===== src/rtl/fifo_stream_pkg.sv =====
// Shared definitions for the FIFO stream reader: buffer depth, occupancy
// encoding and the sizing helper for the packet beat index.
package fifo_stream_pkg;

   localparam int BUF_DEPTH = 3;

   typedef enum logic [1:0] {
      EMPTY = 2'd0,
      ONE   = 2'd1,
      TWO   = 2'd2,
      FULL  = 2'd3
   } occ_state_t;

   // A one-beat packet still needs a 1-bit index so the compare logic stays uniform.
   function automatic int beat_idx_width(input int pkt_len);
      return (pkt_len <= 1) ? 1 : $clog2(pkt_len);
   endfunction

endpackage


===== src/rtl/stream_out_buf.sv =====
// Three-entry circular output buffer: push at tail, pop at head,
// occupancy tracked as an explicit EMPTY/ONE/TWO/FULL state.
module stream_out_buf
   import fifo_stream_pkg::*;
#(
   parameter int DATA_WIDTH = 8
) (
   input  logic                  clk,
   input  logic                  rst,
   input  logic                  push,
   input  logic [DATA_WIDTH-1:0] push_data,
   input  logic                  pop,
   output occ_state_t            occ,
   output logic [DATA_WIDTH-1:0] head_data
);

   logic [DATA_WIDTH-1:0] mem [BUF_DEPTH];
   logic [1:0]            head_ptr;
   logic [1:0]            tail_ptr;
   occ_state_t            occ_next;

   function automatic logic [1:0] ptr_inc(input logic [1:0] p);
      return (p == 2'(BUF_DEPTH - 1)) ? 2'd0 : p + 2'd1;
   endfunction

   // Push and pop together leave occupancy unchanged; only the pointers move.
   always_comb begin
      occ_next = occ;
      unique case ({push, pop})
         2'b10: begin
            unique case (occ)
               EMPTY:   occ_next = ONE;
               ONE:     occ_next = TWO;
               TWO:     occ_next = FULL;
               default: occ_next = FULL;
            endcase
         end
         2'b01: begin
            unique case (occ)
               FULL:    occ_next = TWO;
               TWO:     occ_next = ONE;
               ONE:     occ_next = EMPTY;
               default: occ_next = EMPTY;
            endcase
         end
         default: occ_next = occ;
      endcase
   end

   always_ff @(posedge clk or negedge rst) begin
      if (!rst) begin
         for (int i = 0; i < BUF_DEPTH; i++) begin
            mem[i] <= '0;
         end
         head_ptr <= 2'd0;
         tail_ptr <= 2'd0;
         occ      <= EMPTY;
      end else begin
         if (push) begin
            mem[tail_ptr] <= push_data;
            tail_ptr      <= ptr_inc(tail_ptr);
         end
         if (pop) begin
            head_ptr <= ptr_inc(head_ptr);
         end
         occ <= occ_next;
      end
   end

   assign head_data = mem[head_ptr];

endmodule


===== src/rtl/fifo_stream_reader.sv =====
// Drains a synchronous FIFO read port into a valid/ready stream with packet
// framing; reads are issued only against free buffer slots, never from m_ready.
module fifo_stream_reader
   import fifo_stream_pkg::*;
#(
   parameter int DATA_WIDTH = 8,
   parameter int PKT_LEN    = 4,
   parameter int CNT_WIDTH  = 16
) (
   input  logic                  clk,
   input  logic                  rst,
   input  logic                  en,
   input  logic                  fifo_empty,
   input  logic [DATA_WIDTH-1:0] fifo_data_out,
   output logic                  fifo_r_en,
   output logic                  m_valid,
   input  logic                  m_ready,
   output logic [DATA_WIDTH-1:0] m_data,
   output logic                  m_last,
   output logic [CNT_WIDTH-1:0]  beat_cnt_total
);

   localparam int                BEAT_W   = beat_idx_width(PKT_LEN);
   localparam logic [BEAT_W-1:0] LAST_IDX = BEAT_W'(PKT_LEN - 1);

   logic              running;
   logic              inflight;
   logic              pop;
   logic [2:0]        pending;
   logic [BEAT_W-1:0] beat_idx;
   occ_state_t        occ;

   // Reserving a slot per in-flight read guarantees the capture never overflows.
   assign pending   = {1'b0, occ} + {2'b00, inflight};
   assign fifo_r_en = running && en && !fifo_empty && (pending < 3'(BUF_DEPTH));

   assign m_valid = (occ != EMPTY);
   assign pop     = m_valid && m_ready;
   assign m_last  = (beat_idx == LAST_IDX);

   // running holds reads off until the first edge after reset release.
   always_ff @(posedge clk or negedge rst) begin
      if (!rst) begin
         running  <= 1'b0;
         inflight <= 1'b0;
      end else begin
         running  <= 1'b1;
         inflight <= fifo_r_en;
      end
   end

   always_ff @(posedge clk or negedge rst) begin
      if (!rst) begin
         beat_idx       <= '0;
         beat_cnt_total <= '0;
      end else if (pop) begin
         beat_idx       <= (beat_idx == LAST_IDX) ? '0 : beat_idx + 1'b1;
         beat_cnt_total <= beat_cnt_total + 1'b1;
      end
   end

   stream_out_buf #(
      .DATA_WIDTH (DATA_WIDTH)
   ) u_out_buf (
      .clk       (clk),
      .rst       (rst),
      .push      (inflight),
      .push_data (fifo_data_out),
      .pop       (pop),
      .occ       (occ),
      .head_data (m_data)
   );

endmodule

===== config.mk =====
export PLATFORM = sky130hd
export DESIGN_NAME = fifo_stream_reader
export DESIGN_NICKNAME = d
export VERILOG_FILES = /design/src/rtl/fifo_stream_pkg.sv /design/src/rtl/stream_out_buf.sv /design/src/rtl/fifo_stream_reader.sv
export SDC_FILE = /design/constraint.sdc
export NUM_CORES = 1
export LEC_CHECK = 0
export ABC_CLOCK_PERIOD_IN_PS = 4500
export BUFFER_PORTS_ARGS = -buffer_cell sky130_fd_sc_hd__buf_4
export CORE_MARGIN = 2
export CORE_UTILIZATION = 55
export CTS_CLUSTER_DIAMETER = 200
export CTS_CLUSTER_SIZE = 12
export DETAILED_ROUTE_END_ITERATION = 10
export GPL_TIMING_DRIVEN = 1
export HOLD_SLACK_MARGIN = 0.1
export PLACE_DENSITY_LB_ADDON = 0.15
export SLEW_MARGIN = 20
export SYNTH_ARGS = -nofsm -noshare
export SYNTH_HDL_FRONTEND = slang
export SYNTH_SLANG_ARGS = --single-unit

===== constraint.sdc =====
create_clock -name clk -period 4.5 [get_ports clk]
set_clock_uncertainty 0.1 [all_clocks]
set_input_delay 0.9 -clock clk [delete_from_list [all_inputs] [get_ports clk]]
set_output_delay 0.9 -clock clk [all_outputs]
set_load 0.05 [all_outputs]

## Word level (Yosys, flattened, before mapping)

Cells that the tools add are included.

- Flip-flop bits (word level): 50
- Output and inout port bits: 27
- Logic and storage cells: 50

- $add $sub $neg: 5
- Order comparisons: 4
- Eq/ne operators: 8
- Multiplexer cells: 12
- Bitwise operators: 2
- Reductions and logical operators: 9

Operator list:

| cell | number |
|---|---|
| 24-bit bitwise mux | 1 |
| 8-bit 2-to-1 mux | 3 |
| 16-bit by 1-bit adder with 16-bit output, second input constant | 1 |
| 8-bit binary-select mux with 2-bit select | 1 |
| 8-bit demux with 2-bit select | 1 |
| 2-bit equality test, second input constant | 6 |
| 2-bit case mux with 2 select lines | 3 |
| 2-bit by 1-bit adder with 2-bit output, second input constant | 3 |
| 3-bit >= comparator, second input constant | 2 |
| 2-bit 2-to-1 mux | 3 |
| 2-bit NOT with 3-bit output | 2 |
| 1-bit logical AND | 5 |
| 2-bit by 1-bit equality test with 1-bit output, second input constant | 2 |
| 2-bit nonzero test | 2 |
| 2-bit by 1-bit adder with 3-bit output | 1 |
| 3-bit by 1-bit < comparator with 1-bit output, second input constant | 1 |
| 3-bit by 2-bit < comparator with 1-bit output, second input constant | 1 |
| 2-bit logical NOT | 1 |
| 1-bit logical NOT | 1 |

## Longest topological paths before layout

- Depth after elaboration: 6
- Mapped depth: 6
- Mapped depth without buffers: 6

## Cells and area by module

From an unflattened synthesis, not the netlist that was laid out.

- Cell total of the unflattened synthesis: 181
- Area, all modules: 2,294.7 um2

By module, submodules not included:

| module | times used | cells each | area each (um2) | seq. area each (um2) |
|---|---|---|---|---|
| stream_out_buf | 1 | 104 | 1,361.3 | 750.7 |
| fifo_stream_reader | 1 | 77 | 933.4 | 500.5 |

## Worst setup path before layout

No wires, ideal clock.

- Path type: in2out
- Start point: input port en
- End point: output port fifo_r_en
- Arrival time: 3,463 ps
- Data required time: 3,500 ps
- Setup slack: 37 ps
- Stages: 2
- Buffers on the path: 0
- Cell sequence: nand2_1 -> a2111oi_0

- Cells in the longest elaborated chain, start to end: 3

Ends and longest elaborated chain:

| what | RTL line | RTL |
|---|---|---|
| from (decl) | fifo_stream_reader.sv:12 | `input logic en,` |
| 1-bit logical AND (3 in series) | fifo_stream_reader.sv:35 | `assign fifo_r_en = running && en && !fifo_empty && (pending < 3'(BUF_DEPTH));` |
| to (decl) | fifo_stream_reader.sv:15 | `output logic fifo_r_en,` |

Every way passes these cells.

## Final worst setup path

- Start point: register u_out_buf.occ[0]
- End point: output port fifo_r_en

- Cells in the longest elaborated chain, start to end: 3

Ends and longest elaborated chain:

| what | RTL line | RTL |
|---|---|---|
| from (decl) | stream_out_buf.sv:13 | `output occ_state_t occ,` |
| from (signal assigned) | stream_out_buf.sv:66 | `occ <= occ_next;` |
| 2-bit by 1-bit adder with 3-bit output | fifo_stream_reader.sv:34 | `assign pending = {1'b0, occ} + {2'b00, inflight};` |
| 3-bit by 2-bit < comparator with 1-bit output | fifo_stream_reader.sv:35 |  |
| 1-bit logical AND | fifo_stream_reader.sv:35 |  |

Every way passes these cells.

==> flow_summary.json <==
{
  "p_switching_w": 0.0008599,
  "cts_buffers": 5,
  "seq_area_um2": 1251,
  "crit_path_max_fanout": 6,
  "final.period_utilization_pct": 68.88,
  "tns_ns": 0,
  "total_power_w": 0.002009,
  "die_area_um2": 4613,
  "die_h_um": 67.92,
  "clock_sinks": 50,
  "grt_pass1_wl_um": 7038,
  "finalSetupViolCount": 0,
  "diodes": 0,
  "hold_path.class": "reg2reg",
  "grt_overflow": 0,
  "cp-end-kind": "primary output",
  "syn_nets": 202,
  "crit_path_cell_trace": "ha_1, ha_1, a2111oi_0, buf_4",
  "holdBufCountCts": 0,
  "critical_path.max_stage_delay_ns": 0.56,
  "slowest_stage": "a2111oi_0",
  "fin_area_um2": 2686,
  "cts.clk_slew.worst_paths_ns": 0.09,
  "syn_area_um2": 2247,
  "stdcell_count": 275,
  "most-common-layout-cells": "dfrtp_1 (50), buf_4 (39), nand2_1 (24), mux2_2 (16), o21ai_0 (12)",
  "drt-pass1-iter-count": 4,
  "portBuffers": 39,
  "dp_hpwl_um": 3066,
  "switching_share_pct": 42.80,
  "multiInputGateArea_um2": 952.2,
  "required_ns": 3.50,
  "p_int_w": 0.001149,
  "htreeDepth": 2,
  "layout.nets": 243,
  "p_seq_share_pct": 39.3,
  "finalHoldViolCount": 0,
  "routed_wirelength_um": 4321,
  "coreArea_um2": 3971,
  "rows": 23,
  "layout-drive-gt1-share_pct": 32.89,
  "slew_viol_final": 0,
  "power_frac_comb_pct": 44.8,
  "cts_tree": "done",
  "grt_pass1_vias": 1500,
  "arrival_ns": 2.10,
  "syn_inst": 184,
  "num_vias": 1510,
  "grt_max_degree": 51,
  "gp_congestion": 0.8429,
  "grt_use_total_pct": 20.82,
  "io_pins": 40,
  "antenna_found_initial": 0,
  "p_clk_share_pct": 15.9,
  "placed_area_um2": 2574,
  "tightest_slew_ns": 0.7811,
  "period_needed_ns": 3.100,
  "die_x_um": 67.92,
  "vias_per_cell": 5.491,
  "routedWlPerCell_um": 15.71,
  "power_density_nw_per_um2": 747.8,
  "rsz0062_at_grt": "false",
  "slew_headroom_pct": 47.58,
  "synth_cell_type_count": 32,
  "clockBufferDepth": 2,
  "startpoint_type": "flop",
  "final_common_cell": "dfrtp_1",
  "ys_seq_area_share_pct": 55.68,
  "yosysWarnings": 0,
  "start_util_pct": 56.58,
  "cts_resized": 0,
  "synth_seq_cells": 50,
  "drtIter0Drc": 98,
  "clk_latency_ns": 0.30,
  "drc": 0,
  "ir_drop_uv": 449.6,
  "antenna_left": 0,
  "area_growth_pct": 19.54,
  "syn_area_per_cell_um2": 12.21,
  "cts_setup_buffers": 0,
  "path_common_cell": "ha_1",
  "power.leakage_nw": 1.299,
  "drv_cap": 0,
  "fmax_ghz": 0.3226,
  "critPathKind": "reg2out",
  "num-fill-cells": 301,
  "place_inst": 268,
  "final.setup.worst_slack_ns": 1.400,
  "detailedPlace.worstSlack_ns": 1.656,
  "status": "finished, final reports clean",
  "cts-root-buf": "clkbuf_8"
}
-- layout make-up --
type,instances,share of cell area [%]
clock inverters,1,1.118
well taps,50,2.329
clock buffers,6,3.074
multi-input cells,125,35.44
repair buffers,39,10.90
flip-flops and latches,50,46.58
inverters,4,0.5589
-- through the flow --
step,util (%),hold WS [ns]
CTS,67.64,0.3969
global placement,64.81,0.3616
finish,67.64,0.3883
floorplan,-,0.3498
detailed placement,64.81,0.3798
global route,67.64,0.4083
-- flip-flops by register name, summed over array words and instances (netlist names) --
name,flops
beat_cnt_total,16
u_out_buf.mem,24
beat_idx,2
u_out_buf.occ,2
u_out_buf.tail_ptr,2
inflight,1
running,1
u_out_buf.head_ptr,2
-- critical path: cells and delay by family, from the launching register on --
family,cells,cell delay (ns)
AOI/OAI and AO/OA,1,0.56
adders and majority gates,2,0.47
DFF,1,0.46
buffers and inverters,1,0.30
-- layer usage --
| layer | GRT usage, % | wire length [um] | part of all wire [%] | up-vias |
|---|---|---|---|---|
| met4 | 6.000 | 53 | 1.2 | 0 |
| met1 | 26.68 | 1920 | 44 | 755 |
| li1 | - | - | - | 715 |
| met3 | 5.428 | 183 | 4.2 | 6 |
| met2 | 34.83 | 2164 | 50 | 34 |
| met5 | 0 | 0 | 0 | - |
-- cells by family (layout without fill, tap and decap cells) --
group	Yosys count	in the layout	share of synthesized area (%)
AOI/OAI and AO/OA	20	20	5.234
xor gates and xnor gates	15	15	5.846
adders and majority gates	5	5	2.784
buffers and inverters	9	50	1.949
DFF	50	50	55.68
muxes	33	33	17.37
other	1	1	0.1669
and+or+nand+nor	51	51	10.97
-- cell usage after synthesis, drive strengths merged --
library cell,n,area [um^2]
nand4,2,12.51
o21ai,13,65.06
dfrtp,50,1251
o2111ai,1,8.760
buf,3,21.27
mux2i,9,90.09
inv,4,15.01
nor3,7,51.30
xnor2,10,87.58
nor2,4,15.01
a21oi,1,5.000
or3,1,6.260
clkbuf,2,7.510
o21bai,1,7.510
a21o,3,22.52
nand2,24,90.09
conb,1,3.750
nand3,8,40.04
or2,2,12.52
ha,5,62.56
xor2,5,43.79
nor2b,1,6.260
and3,2,12.51
mux2,24,300.3
a2111oi,1,8.760
-- final timing paths --
check | slack, ns | cells after the start | startpoint | to
setup / recovery | 1.40 | 4 | u_out_buf.occ[0]$_DFFE_PN0P_ | fifo_r_en
hold / removal | 0.39 | 1 | beat_cnt_total[15]$_DFFE_PN0P_ | beat_cnt_total[15]$_DFFE_PN0P_
setup reg to reg | 2.22 | 6 | u_out_buf.occ[1]$_DFFE_PN0P_ | u_out_buf.occ[1]$_DFFE_PN0P_
hold reg to reg | 0.39 | 1 | beat_cnt_total[15]$_DFFE_PN0P_ | beat_cnt_total[15]$_DFFE_PN0P_
max in group asynchronous | 3.38 | 1 | rst | u_out_buf.mem[10]$_DFFE_PN0P_
min in group asynchronous | 0.51 | 1 | rst | u_out_buf.mem[21]$_DFFE_PN0P_
-- power groups by stage --
stage / logic [W] / clock network, W / registers (W)
final: 0.000900 / 0.000319 / 0.000790
after global routing: 0.000965 / 0.000346 / 0.000813
after CTS: 0.000912 / 0.000326 / 0.000787
after detailed placement: 0.000910 / 0 / 0.000795
after global placement: 0.000880 / 0 / 0.000777
after floorplan: 0.000605 / 0 / 0.000827
Power figures use the tool's default switching activity.
